<file path="src/rtl/nes_mem_pkg.sv">
// Shared NES memory-path types: arbiter FSM states, port ids and default flash image offsets.
package nes_mem_pkg;

   typedef enum logic [1:0] {
      IDLE,
      ISSUE,
      BUSY
   } arb_state_t;

   typedef enum logic {
      PORT_PRG = 1'b0,
      PORT_CHR = 1'b1
   } port_id_t;

   localparam logic [23:0] DEF_PRG_BASE = 24'h100000;
   localparam logic [23:0] DEF_CHR_BASE = 24'h140000;

endpackage

</file>
<file path="src/rtl/rom_port_cache.sv">
// One-entry last-byte cache for a single ROM port; flush has priority over a same-cycle write.
module rom_port_cache #(
   parameter int unsigned AW = 15
) (
   input  logic          clk,
   input  logic          reset,
   input  logic          flush,
   input  logic          wr_en,
   input  logic [AW-1:0] wr_addr,
   input  logic [7:0]    wr_data,
   input  logic [AW-1:0] lookup_addr,
   output logic          hit,
   output logic [7:0]    rd_data
);

   logic [AW-1:0] addr_q, addr_d;
   logic [7:0]    data_q, data_d;
   logic          valid_q, valid_d;

   always_comb begin
      addr_d  = addr_q;
      data_d  = data_q;
      valid_d = valid_q;
      if (flush) begin
         valid_d = 1'b0;
      end else if (wr_en) begin
         addr_d  = wr_addr;
         data_d  = wr_data;
         valid_d = 1'b1;
      end
   end

   always_ff @(posedge clk or posedge reset) begin
      if (reset) begin
         addr_q  <= '0;
         data_q  <= '0;
         valid_q <= 1'b0;
      end else begin
         addr_q  <= addr_d;
         data_q  <= data_d;
         valid_q <= valid_d;
      end
   end

   assign hit     = valid_q && (addr_q == lookup_addr) && !flush;
   assign rd_data = data_q;

endmodule

</file>
<file path="src/rtl/flash_rom_arbiter.sv">
// Merges PRG and CHR ROM byte reads onto the flash reader byte port with round-robin arbitration
// and a one-entry cache per port.
module flash_rom_arbiter
   import nes_mem_pkg::*;
#(
   parameter logic [23:0] PRG_BASE = DEF_PRG_BASE,
   parameter logic [23:0] CHR_BASE = DEF_CHR_BASE,
   parameter int unsigned PRG_AW   = 15,
   parameter int unsigned CHR_AW   = 13
) (
   input  logic              clk,
   input  logic              reset,
   input  logic              flush,
   input  logic              prg_req,
   input  logic [PRG_AW-1:0] prg_addr,
   output logic              prg_ack,
   output logic [7:0]        prg_data,
   input  logic              chr_req,
   input  logic [CHR_AW-1:0] chr_addr,
   output logic              chr_ack,
   output logic [7:0]        chr_data,
   input  logic              flash_ready,
   output logic              flash_read_en,
   output logic [23:0]       flash_addr,
   input  logic [7:0]        flash_rdata
);

   localparam int unsigned MAW = (PRG_AW > CHR_AW) ? PRG_AW : CHR_AW;

   arb_state_t     state_q, state_d;
   port_id_t       grant_q, grant_d;
   port_id_t       last_q, last_d;
   port_id_t       pick;
   logic [23:0]    flash_addr_q, flash_addr_d;
   logic [MAW-1:0] miss_addr_q, miss_addr_d;
   logic           flush_seen_q, flush_seen_d;
   logic           prg_ack_q, prg_ack_d, chr_ack_q, chr_ack_d;
   logic [7:0]     prg_data_q, prg_data_d, chr_data_q, chr_data_d;

   logic           prg_hit_raw, chr_hit_raw;
   logic [7:0]     prg_cache_data, chr_cache_data;
   logic           prg_wr, chr_wr;
   logic           prg_own, chr_own, prg_hit, chr_hit, prg_pend, chr_pend;

   rom_port_cache #(.AW(PRG_AW)) u_prg_cache (
      .clk         (clk),
      .reset       (reset),
      .flush       (flush),
      .wr_en       (prg_wr),
      .wr_addr     (miss_addr_q[PRG_AW-1:0]),
      .wr_data     (flash_rdata),
      .lookup_addr (prg_addr),
      .hit         (prg_hit_raw),
      .rd_data     (prg_cache_data)
   );

   rom_port_cache #(.AW(CHR_AW)) u_chr_cache (
      .clk         (clk),
      .reset       (reset),
      .flush       (flush),
      .wr_en       (chr_wr),
      .wr_addr     (miss_addr_q[CHR_AW-1:0]),
      .wr_data     (flash_rdata),
      .lookup_addr (chr_addr),
      .hit         (chr_hit_raw),
      .rd_data     (chr_cache_data)
   );

   // A port whose ack is already out is not re-served, so a held request cannot double-ack.
   assign prg_own  = (state_q != IDLE) && (grant_q == PORT_PRG);
   assign chr_own  = (state_q != IDLE) && (grant_q == PORT_CHR);
   assign prg_hit  = prg_req && !prg_ack_q && prg_hit_raw && !prg_own;
   assign chr_hit  = chr_req && !chr_ack_q && chr_hit_raw && !chr_own;
   assign prg_pend = prg_req && !prg_ack_q && !prg_hit_raw;
   assign chr_pend = chr_req && !chr_ack_q && !chr_hit_raw;

   always_comb begin
      state_d       = state_q;
      grant_d       = grant_q;
      last_d        = last_q;
      pick          = PORT_PRG;
      flash_addr_d  = flash_addr_q;
      miss_addr_d   = miss_addr_q;
      flush_seen_d  = flush_seen_q;
      prg_ack_d     = 1'b0;
      chr_ack_d     = 1'b0;
      prg_data_d    = prg_data_q;
      chr_data_d    = chr_data_q;
      prg_wr        = 1'b0;
      chr_wr        = 1'b0;
      flash_read_en = 1'b0;

      if (prg_hit) begin
         prg_ack_d  = 1'b1;
         prg_data_d = prg_cache_data;
      end
      if (chr_hit) begin
         chr_ack_d  = 1'b1;
         chr_data_d = chr_cache_data;
      end

      case (state_q)
         IDLE: begin
            if (flash_ready && (prg_pend || chr_pend)) begin
               if (prg_pend && chr_pend)
                  pick = (last_q == PORT_PRG) ? PORT_CHR : PORT_PRG;
               else
                  pick = prg_pend ? PORT_PRG : PORT_CHR;
               grant_d      = pick;
               last_d       = pick;
               flush_seen_d = 1'b0;
               state_d      = ISSUE;
               if (pick == PORT_PRG) begin
                  flash_addr_d = PRG_BASE + 24'(prg_addr);
                  miss_addr_d  = MAW'(prg_addr);
               end else begin
                  flash_addr_d = CHR_BASE + 24'(chr_addr);
                  miss_addr_d  = MAW'(chr_addr);
               end
            end
         end
         ISSUE: begin
            flash_read_en = 1'b1;
            if (flush)
               flush_seen_d = 1'b1;
            if (!flash_ready)
               state_d = BUSY;
         end
         BUSY: begin
            if (flush)
               flush_seen_d = 1'b1;
            if (flash_ready) begin
               state_d = IDLE;
               if (grant_q == PORT_PRG) begin
                  prg_ack_d  = 1'b1;
                  prg_data_d = flash_rdata;
                  prg_wr     = !(flush_seen_q || flush);
               end else begin
                  chr_ack_d  = 1'b1;
                  chr_data_d = flash_rdata;
                  chr_wr     = !(flush_seen_q || flush);
               end
            end
         end
         default: state_d = IDLE;
      endcase
   end

   always_ff @(posedge clk or posedge reset) begin
      if (reset) begin
         state_q      <= IDLE;
         grant_q      <= PORT_PRG;
         last_q       <= PORT_CHR;
         flash_addr_q <= '0;
         miss_addr_q  <= '0;
         flush_seen_q <= 1'b0;
         prg_ack_q    <= 1'b0;
         chr_ack_q    <= 1'b0;
         prg_data_q   <= '0;
         chr_data_q   <= '0;
      end else begin
         state_q      <= state_d;
         grant_q      <= grant_d;
         last_q       <= last_d;
         flash_addr_q <= flash_addr_d;
         miss_addr_q  <= miss_addr_d;
         flush_seen_q <= flush_seen_d;
         prg_ack_q    <= prg_ack_d;
         chr_ack_q    <= chr_ack_d;
         prg_data_q   <= prg_data_d;
         chr_data_q   <= chr_data_d;
      end
   end

   assign prg_ack    = prg_ack_q;
   assign prg_data   = prg_data_q;
   assign chr_ack    = chr_ack_q;
   assign chr_data   = chr_data_q;
   assign flash_addr = flash_addr_q;

endmodule

</file>
<file path="config.mk">
export PLATFORM = sky130hd
export DESIGN_NAME = flash_rom_arbiter
export DESIGN_NICKNAME = d
export VERILOG_FILES = /design/src/rtl/nes_mem_pkg.sv /design/src/rtl/rom_port_cache.sv /design/src/rtl/flash_rom_arbiter.sv
export SDC_FILE = /design/constraint.sdc
export NUM_CORES = 1
export LEC_CHECK = 0
export BUFFER_PORTS_ARGS = -buffer_cell sky130_fd_sc_hd__buf_2
export CELL_PAD_IN_SITES_DETAIL_PLACEMENT = 0
export CELL_PAD_IN_SITES_GLOBAL_PLACEMENT = 2
export CORE_AREA = 2 2 106 108
export CTS_CLUSTER_DIAMETER = 50
export CTS_CLUSTER_SIZE = 24
export DETAILED_ROUTE_END_ITERATION = 8
export DIE_AREA = 0 0 108 110
export GPL_TIMING_DRIVEN = 0
export PLACE_DENSITY_LB_ADDON = 0.1
export REMOVE_ABC_BUFFERS = 1
export SLEW_MARGIN = 20
export SYNTH_ARGS = -nofsm -noshare
export SYNTH_HDL_FRONTEND = slang
export SYNTH_SLANG_ARGS = --single-unit
export TNS_END_PERCENT = 30
</file>
<file path="constraint.sdc">
create_clock -name clk -period 5.7 [get_ports clk]
set_input_delay 0.57 -clock clk [delete_from_list [all_inputs] [get_ports clk]]
set_output_delay 0.57 -clock clk [all_outputs]
set_load 0.01 [all_outputs]
</file>
# Word-level counts from Yosys, hierarchy flattened
# Cells that the tools add are included.
dict set report word_totals {
  out_inout_bits 43
  latch_bits 0
  mem_count 0
  in_bits 42
  register_bits 108
  wordCells 106
  mem_bits_ro 0
  mem_bits_rw 0
}
dict set report op_classes {
  n_mux 41
  addsub 2
  bitwise 2
  n_reduce_logical 37
  div 0
  n_shift 0
  order_cmp 0
  eq_ne 8
  multipliers 0
}
# operator n
set ops {}
lappend ops {{$mux W8} 8}
lappend ops {{$mux W1} 26}
lappend ops {{$add A21 B13 Y22 const A} 1}
lappend ops {{$add A21 B15 Y22 const A} 1}
lappend ops {{$mux W22} 1}
lappend ops {{$logic_and A1 B1 Y1} 16}
lappend ops {{$eq A15 B15 Y1} 1}
lappend ops {{$mux W15} 1}
lappend ops {{$eq A13 B13 Y1} 1}
lappend ops {{$logic_not A1 Y1} 8}
lappend ops {{$reduce_bool A2 Y1} 4}
lappend ops {{$mux W2} 3}
lappend ops {{$ne A2 B2 Y1 const B} 3}
lappend ops {{$pmux W2 S3} 1}
lappend ops {{$reduce_and A2 Y1} 3}
lappend ops {{$reduce_and A3 Y1} 2}
lappend ops {{$eq A2 B1 Y1 const B} 1}
lappend ops {{$eq A2 B2 Y1 const B} 1}
lappend ops {{$logic_not A2 Y1} 1}
lappend ops {{$logic_or A1 B1 Y1} 2}
lappend ops {{$ne A2 B1 Y1 const B} 1}
lappend ops {{$not A1 Y1} 2}
lappend ops {{$pmux W1 S2} 1}
lappend ops {{$reduce_or A2 Y1} 1}

# Logic depth before layout (Yosys ltp)
# Gate-level depths: netlist of run 1.
dict set report depth {
  ltp_word 10
  ltp_mapped 7
  depth_no_buf 6
}

# Modules after synthesis
# From an unflattened synthesis of run 1, not the netlist that was laid out.
dict set report hier_totals {
  hier_cells 331
  hier_area_um2 4200.3
}
# mod n_inst area_per_inst_um2 seq_area_each_um2 cells_per_inst
set by_module_without_submodules {}
lappend by_module_without_submodules {flash_rom_arbiter 1 1964.4 977.2 189}
lappend by_module_without_submodules {{rom_port_cache at u_prg_cache} 1 1172.4 600.6 75}
lappend by_module_without_submodules {{rom_port_cache at u_chr_cache} 1 1063.5 550.5 67}

# Worst setup path after synthesis of run 1
# No wires, ideal clock.
dict set report synth_timing {
  path_type {input to register}
  start {input chr_addr[8]}
  end {register flash_addr_q[18], in the netlist flash_addr[18]}
  path_buffers 1
  cell_stages 6
  arrival_ns 1.928
  required_time_ns 5.575
  setup_ns 0.125
  setup_slack_ns 3.647
  path_cell_list {xnor2_1 > nand4_1 > nor4_4 > o211ai_4 > buf_6 > mux2_4}
}
dict set report synth_via {
  elab_chain_len 10
  word_cells_on_any_way 14
  classes_between {1 x add/sub; 1 x eq/ne; 4 x mux; 8 x reduce/logical}
}
# item line
set synth_rtl {}
lappend synth_rtl {{start: declaration} flash_rom_arbiter.sv:19} ;# input logic [CHR_AW-1:0] chr_addr,
lappend synth_rtl {{$eq A13 B13 Y1} rom_port_cache.sv:45} ;# assign hit = valid_q && (addr_q == lookup_addr) && !flush;
lappend synth_rtl {{$logic_and A1 B1 Y1 (2 in a row)} rom_port_cache.sv:45}
lappend synth_rtl {{$logic_not A1 Y1} flash_rom_arbiter.sv:75} ;# assign chr_pend = chr_req && !chr_ack_q && !chr_hit_raw;
lappend synth_rtl {{$logic_and A1 B1 Y1} flash_rom_arbiter.sv:75}
lappend synth_rtl {{$logic_and A1 B1 Y1} flash_rom_arbiter.sv:105} ;# if (prg_pend && chr_pend)
lappend synth_rtl {{$mux W1} flash_rom_arbiter.sv:105}
lappend synth_rtl {{$mux W1} flash_rom_arbiter.sv:104} ;# if (flash_ready && (prg_pend || chr_pend)) begin
lappend synth_rtl {{$mux W1} flash_rom_arbiter.sv:102} ;# case (state_q)
lappend synth_rtl {{$mux W22} flash_rom_arbiter.sv:113} ;# if (pick == PORT_PRG) begin
lappend synth_rtl {{end signal: assignment} flash_rom_arbiter.sv:165} ;# flash_addr_q <= flash_addr_d;
lappend synth_rtl {{end: declaration} flash_rom_arbiter.sv:34} ;# logic [23:0] flash_addr_q, flash_addr_d;
# Several ways; a longest one is shown, not always the timed one. The select of a mux whose other input is x is not followed.
# A chain may end at the register's enable or synchronous reset.

# Worst setup path after layout of run 1
dict set report layout_timing {
  start {register u_chr_cache.addr_q[11]}
  end {register chr_data_q[3], in the netlist chr_data[3]}
}
dict set report layout_via {
  elab_chain_len 9
}
# item line
set layout_rtl {}
lappend layout_rtl {{start: declaration} rom_port_cache.sv:16} ;# logic [AW-1:0] addr_q, addr_d;
lappend layout_rtl {{start signal: assignment} rom_port_cache.sv:39} ;# addr_q <= addr_d;
lappend layout_rtl {{$eq A13 B13 Y1 *} rom_port_cache.sv:45}
lappend layout_rtl {{$logic_and A1 B1 Y1 * (2 in a row)} rom_port_cache.sv:45}
lappend layout_rtl {{$logic_and A1 B1 Y1 * (2 in a row)} flash_rom_arbiter.sv:73} ;# assign chr_hit = chr_req && !chr_ack_q && chr_hit_raw && !chr_own;
lappend layout_rtl {{$mux W8 *} flash_rom_arbiter.sv:97} ;# if (chr_hit) begin
lappend layout_rtl {{$mux W8} flash_rom_arbiter.sv:134} ;# if (grant_q == PORT_PRG) begin
lappend layout_rtl {{$mux W8} flash_rom_arbiter.sv:132} ;# if (flash_ready) begin
lappend layout_rtl {{$mux W8 *} flash_rom_arbiter.sv:102}
lappend layout_rtl {{via chr_data_d[3]} flash_rom_arbiter.sv:38} ;# logic [7:0] prg_data_q, prg_data_d, chr_data_q, chr_data_d;
lappend layout_rtl {{end signal: assignment} flash_rom_arbiter.sv:171} ;# chr_data_q <= chr_data_d;
lappend layout_rtl {{end: declaration} flash_rom_arbiter.sv:38}
# The timed path passes the listed nets; every way through them passes the cells marked *.

==> summary.txt, run 1 <==
Status - finished clean
CP cell instances - xnor2_1 -> nand4_1 -> nor4_4 -> nand3_1 -> mux2i_1 -> o21ai_0
Crit-path max FO - 9
Worst setup path startpoint - u_chr_cache.addr_q[11]$_DFFE_PP0P_
Initial DRC count - 82
CP top delay family - simple AND/OR/NAND/NOR gates
All-Layer GR Usage - 0.1561
Post-CTS Setup Bufs - 0
Reg-to-Reg Start - u_chr_cache.addr_q[11]$_DFFE_PP0P_
R2r worst-path depth - 6
Setup violators final - 0
Design area - 4705 µm²
Initial antenna violation count - 0
Placement Cell Area - 4514 µm²
Yosys warning count - 0
Die Y - 110 µm
DRC - 0
Die width - 108 µm
H-tree levels - 3
P&R area growth vs syn - 17.28%
Sequential cell area fraction in the yosys report - 0.5306
Row count - 38
First-pass GRT wire length - 13940 µm
Setup Skew - 0.01057 ns
Place WS - 2.968 ns
Cell leakage power - 2.417 nW
Sum of buffers and inverters on the critical path - 0
GR Overflow Total - 0
Period Utilization, post-route - 0.4230
Synth Register Bits - 85
Yosys cell types - 37
Critical path depth - 6
Peak supply drop - 0.0002118 V
Setup ws final - 3.289 ns
TritonCTS Buffers - 9
Initial core utilization - 0.3750
Worst Setup EP - chr_data[3]$_DFF_PP0_
CP startpoint kind - register
Critical path type - register to register
Port bufs - 77
Die Area - 11880 µm²
Layout cells sized above 1 - 0.3659
Via count of the routed design - 2640
Reg2Reg Setup Slack - 3.29 ns
GPL Wtd Cong - 0.6974
Fin. max-slew vios - 0
Net count, final - 450
WP data required - 5.90 ns
RSZ-0062 raised after global routing - no
I/O pin count - 85
Setup TNS - 0 ns
Cell Pwr Density - 441.0 nW/µm²
Vias per inst - 4.800
Max_cap viols - 0
Post-DP HPWL - 6085 µm
Slowest stage delay, CP - 0.56 ns
Drt wl/cell - 15.62 µm
# hold bufs at CTS - 0
Post-CTS sizing - 0
TritonCTS sink count - 85
Syn_area_per_cell - 12.16 µm²
WL final - 8590 µm
Post-Synthesis Cell Area - 4011 µm²
Worst-margin pin slew - 1.043 ns
Vias in the first global route - 2700
Clock Path Buffers - 2
Largest net degree at the start of global routing - 48
Post-layout minimum cycle time - 2.411 ns
Antenna Nets Post-Route - 0
Clock transition at path regs - 0.08 ns
Root Buffer - clkbuf_8
First-pass DRT Iterations - 4
Mapped Cells - 330
Pwr Total - 0.002075 W
Antenna Cells - 0
Clock latency on the worst-skew pair - 0.35 ns
Fmax - 414.8 MHz
Worst Setup End Kind - register
Worst R2R End - chr_data[3]$_DFF_PP0_
Slowest cell on the critical path - nand3_1
CORE AREA - 10700 µm²
Worst EP arrival - 2.61 ns
Worst min-delay path class - input pin to async pin
Final hold viol count - 0
CTS tree - done
Relative slew slack - 0.3022
-- stage by stage --
stage               utilization  hold slack (ns)  std cells
finish                   0.4398           0.2530        550
detailed placement       0.4220           0.4528        534
floorplan                     -           0.4542        313
global placement         0.4159           0.4466        530
CTS                      0.4398           0.2571        550
global route             0.4398           0.2711        550
-- cell families (layout without fill, tap and decap cells) --
group,after synthesis,after routing,share of synthesized area
flops,85,85,0.5306
buf+inv,28,102,0.04086
compound gates,41,41,0.06363
fa+ha+maj,3,3,0.009358
other cells,1,7,0.0009348
xor+xnor,28,28,0.06114
mux,77,77,0.2090
simple gates,67,67,0.08453
-- state kept, by name, summed over array words and instances (netlist names) --
name / count
flush_seen_q: 1
flash_addr: 3
u_chr_cache.addr_q: 13
u_chr_cache.rd_data: 8
chr_data: 8
prg_ack: 1
u_prg_cache.valid_q: 1
u_chr_cache.valid_q: 1
last_q: 1
state_q: 2
miss_addr_q: 14
u_prg_cache.rd_data: 8
chr_ack: 1
u_prg_cache.addr_q: 15
prg_data: 8
-- Yosys cell counts --
master    instances  area (µm²)
nand4_1           4       25.02
and4_1            1       8.760
buf_6             3       33.78
buf_2             5       25.02
a21o_1            2       15.01
and3_1            1       6.260
nand3_1           3       15.01
or2_2             1       6.260
a21oi_1          15       75.07
xor2_1           15       131.4
o22a_1            1       8.760
mux2_2           46       518.0
buf_1             1       3.750
dfstp_2           1       26.28
ha_1              3       37.54
nor2_1           17       63.81
nand2_1          22       82.58
buf_4             8       60.06
inv_1             5       18.77
o21a_1            1       7.510
a32o_1            1       10.01
o211ai_1          1       7.510
clkbuf_1          6       22.52
mux2i_1          29       290.3
o22ai_4           1       20.02
conb_1            1       3.750
nor4_1            4       25.02
nor3_1            2       10.01
dfrtp_1          84        2102
nor4_4            1       21.27
o211ai_4          1       21.27
xnor2_1          13       113.9
mux2_4            2       30.03
nand2b_1          6       37.54
nor4_2            1       12.51
o21ai_0          18       90.09
nor2b_1           4       25.02
-- power breakdown --
group | switching, W | internal, W
registers | 0.000155 | 0.000826
clock network | 0.000216 | 0.000204
logic | 0.000336 | 0.000338
-- metal layers --
metal / up-vias / global-route usage / routed length [µm] / share of wire
met3: 6 / 0.04821 / 365 / 0.042
met4: 0 / 0.03571 / 80 / 0.0093
met5: - / 0 / 0 / 0
met2: 56 / 0.2493 / 4075 / 0.47
li1: 1280 / - / - / -
met1: 1298 / 0.2097 / 4069 / 0.47
-- worst reg2reg max path, delay by kind of cell, from the launching register on --
kind,cells,cell delay (ns)
simple gates,3,1.30
flops,1,0.39
mux,1,0.29
xor+xnor,1,0.18
compound gates,1,0.10
-- cell usage in the layout (no fill, tap or decap), drive strengths merged, types with 3 or more instances in the layout --
master,Yosys,final
mux2i,29,29
xor2,15,15
conb,1,7
mux2,48,48
nand2b,6,6
buf,17,81
dfrtp,84,84
nor2,17,17
xnor2,13,13
o21ai,18,18
ha,3,3
inv,5,6
nor4,6,6
nand2,22,22
nor2b,4,4
nand3,3,3
clkbuf,6,11
a21oi,15,15
nand4,4,4
-- layout make-up --
type | instances | area, µm²
well taps | 140 | 175.2
multi-input cells | 223 | 1750
repair buffers | 81 | 439.2
clock inverters | 5 | 58.81
fillers | 1052 | 5993
clock buffers | 11 | 131.4
flip-flops and latches | 85 | 2128
inverters | 5 | 21.27
-- worst min-delay path by stage --
stage / slack (ns) / cells past startpoint / to / from
6_report: 0.25 / 2 / prg_data[1]$_DFF_PP0_ / reset
5_1_grt: 0.27 / 2 / prg_data[7]$_DFF_PP0_ / reset
4_1_cts: 0.26 / 2 / prg_data[1]$_DFF_PP0_ / reset
3_5_place_dp: 0.45 / 1 / flash_addr[20]$_DFFE_PP0P_ / flash_addr[20]$_DFFE_PP0P_
3_3_place_gp: 0.45 / 1 / flash_addr[20]$_DFFE_PP0P_ / flash_addr[20]$_DFFE_PP0P_
2_1_floorplan: 0.45 / 2 / u_prg_cache.valid_q$_DFFE_PP0P_ / u_prg_cache.valid_q$_DFFE_PP0P_
Power figures use the tool's default switching activity.
==> run 2, diff against run 1 <==
--- a/config.mk
+++ b/config.mk
@@ -8,11 +8,11 @@
 export BUFFER_PORTS_ARGS = -buffer_cell sky130_fd_sc_hd__buf_2
 export CELL_PAD_IN_SITES_DETAIL_PLACEMENT = 0
 export CELL_PAD_IN_SITES_GLOBAL_PLACEMENT = 2
-export CORE_AREA = 2 2 106 108
+export CORE_AREA = 2 2 109 111
 export CTS_CLUSTER_DIAMETER = 50
 export CTS_CLUSTER_SIZE = 24
 export DETAILED_ROUTE_END_ITERATION = 8
-export DIE_AREA = 0 0 108 110
+export DIE_AREA = 0 0 111 113
 export GPL_TIMING_DRIVEN = 0
 export PLACE_DENSITY_LB_ADDON = 0.1
 export REMOVE_ABC_BUFFERS = 1
==> constraint.sdc (replaced) <==
create_clock -name clk -period 2.3 [get_ports clk]
set_input_delay 0.23 -clock clk [delete_from_list [all_inputs] [get_ports clk]]
set_output_delay 0.23 -clock clk [all_outputs]
set_load 0.01 [all_outputs]
==> run 2 against run 1 <==
Via count down 0.64%. Critical path depth shrank 1. Clock power grew to 3.4 times the previous value. Die area grew 5.6%. Cell count up 1.1%. Clock-buffer cell count unchanged. Worst setup slack got worse by 3.2 ns. Power rose to 2.7 times the previous value. Combinational power grew to 2.6 times the previous value. Sequential cell count unchanged. Highest routed layer is now met5.
==> summary.txt, run 2 (synthesis results as in run 1) <==
GPL Wtd Cong - 0.7104
Max_cap viols - 0
All-Layer GR Usage - 0.1516
Cell Pwr Density - 1137 nW/µm²
DRC - 0
Most common cell after layout, fill and taps aside - dfrtp_1
Fmax - 451.0 MHz
Vias per inst - 4.718
Initial core utilization - 0.3559
CP cell instances - xor2_1 -> nor4_2 -> and4_2 -> o22ai_4 -> mux2_2
Clock Path Buffers - 2
Port bufs - 77
Worst EP arrival - 2.44 ns
TritonCTS Buffers - 9
Die Y - 113 µm
Peak supply drop - 0.0004788 V
Place WS - -0.2231 ns
Antenna Cells - 0
Largest net degree at the start of global routing - 68
Clock transition at path regs - 0.06 ns
First-pass DRT Iterations - 4
Drt wl/cell - 16.25 µm
Setup violators final - 0
Setup ws final - 0.08272 ns
Setup Skew - 0.005527 ns
Clock latency on the worst-skew pair - 0.33 ns
Post-DP HPWL - 6187 µm
Initial antenna violation count - 1
P&R area growth vs syn - 23.55%
Net count, final - 453
H-tree levels - 3
Worst min-delay path class - input pin to register
WL final - 9034 µm
CP top delay family - compound AO/OA/AOI/OAI gates
Status - finished clean
Final hold viol count - 0
Crit-path max FO - 32
TritonCTS sink count - 85
Slowest cell on the critical path - o22ai_4
Via count of the routed design - 2623
WP data required - 2.52 ns
Vias in the first global route - 2739
CTS tree - done
CORE AREA - 11270 µm²
Root Buffer - clkbuf_16
Die width - 111 µm
Post-layout minimum cycle time - 2.217 ns
Initial DRC count - 69
Fin. max-slew vios - 0
GR Overflow Total - 0
Cell leakage power - 2.518 nW
Slowest stage delay, CP - 0.74 ns
Relative slew slack - 0.3460
Sum of buffers and inverters on the critical path - 0
Row count - 39
Max reg flops - 15
CP startpoint kind - register
Design area - 4956 µm²
Biggest regs - u_prg_cache.addr_q: 15 flops, miss_addr_q: 14 flops, u_chr_cache.addr_q: 13 flops
Worst-margin pin slew - 0.9810 ns
Worst Setup End Kind - register
FILL cells - 1073
Largest Register - u_prg_cache.addr_q
Die Area - 12540 µm²
Critical path type - register to register
I/O pin count - 85
Commonest cells after routing, fill and taps aside - dfrtp_1, buf_2, mux2_2, mux2i_1, nand2_1
Period Utilization, post-route - 0.9640
Layout cells sized above 1 - 0.4140
Antenna Nets Post-Route - 0
RSZ-0062 raised after global routing - yes
Placement Cell Area - 4528 µm²
First-pass GRT wire length - 14780 µm
run 2: cell count changes in the layout (fill, tap and decap cells not counted), moves of 3 or more:
cell       change
clkbuf_16      +9
clkbuf_8       -8
clkinv_2       +3
nor4_1         -3
nor4_2         +3
xnor2_1        -3
xnor2_2        +3
xor2_1         -5
xor2_2         +5
run 2: repair_timing:
| action | in CTS | in global routing |
|---|---|---|
| endpoints found under the setup margin | 36 | 29 |
| hold buffers | 1 | 0 |
| gates resized for setup | 8 | 11 |
| setup buffers | 1 | 1 |
| endpoints found under the hold margin | 18 | 0 |
| pin swaps | 3 | 18 |
run 2: cell type report:
cell class                      count  area, µm²  area share
Clock buffer                       11      242.7     0.04898
Clock inverter                      5      50.05     0.01010
Inverter                            5      23.77    0.004797
Multi-Input combinational cell    223       1861      0.3754
Sequential cell                    85       2128      0.4294
Tap cell                          143      178.9     0.03610
Timing Repair Buffer               84      471.7     0.09518
run 2: per-stage QoR:
| stage | TNS, ns | total power (W) | hold slack (ns) | utilization | cells |
|---|---|---|---|---|---|
| floorplan | -16.86 | 0.003515 | 0.3468 | - | 313 |
| global placement | -159.33 | 0.004117 | 0.4475 | 0.3950 | 533 |
| detailed placement | -4.799 | 0.004178 | 0.1808 | 0.4017 | 537 |
| CTS | 0 | 0.005675 | 0.1357 | 0.4336 | 555 |
| global route | -0.3141 | 0.006046 | 0.1652 | 0.4397 | 556 |
| finish | 0 | 0.005637 | 0.1427 | 0.4397 | 556 |
run 2: final timing paths:
path / cells after the start / start / to / slack [ns]
worst max register to register: 5 / u_prg_cache.addr_q[4]$_DFFE_PP0P_ / flash_addr[14]$_DFFE_PP0P_ / 0.08
worst min-delay path: 3 / flash_rdata[0] / prg_data[0]$_DFF_PP0_ / 0.14
min in group asynchronous: 3 / reset / miss_addr_q[4]$_DFFE_PP0P_ / 0.38
worst min register to register: 1 / flash_addr[20]$_DFFE_PP0P_ / flash_addr[20]$_DFFE_PP0P_ / 0.47
worst max-delay path: 5 / u_prg_cache.addr_q[4]$_DFFE_PP0P_ / flash_addr[14]$_DFFE_PP0P_ / 0.08
max in group asynchronous: 4 / reset / last_q$_DFFE_PP1P_ / 1.29
run 2: layer usage:
metal / GRT usage / vias up / routed length (µm)
met5: 0 / - / 13
met4: 0.05000 / 2 / 98
met3: 0.03749 / 9 / 382
met2: 0.2315 / 60 / 4083
met1: 0.2130 / 1272 / 4456
li1: - / 1280 / -
run 2: worst reg2reg max path, delay by kind of cell (launching register included):
kind,cells,cell delay (ns)
AOI/OAI and AO/OA,1,0.74
muxes,1,0.42
DFF,1,0.38
and+or+nand+nor,2,0.37
xor gates and xnor gates,1,0.19
run 2: power breakdown:
| group | total (W) | leakage (nW) | switching, W | internal, W |
|---|---|---|---|---|
| Combinational | 0.00173 | 1.27 | 0.000855 | 0.000872 |
| Sequential | 0.00247 | 1.10 | 0.000413 | 0.00205 |
| Clock | 0.00144 | 0.149 | 0.000580 | 0.000864 |
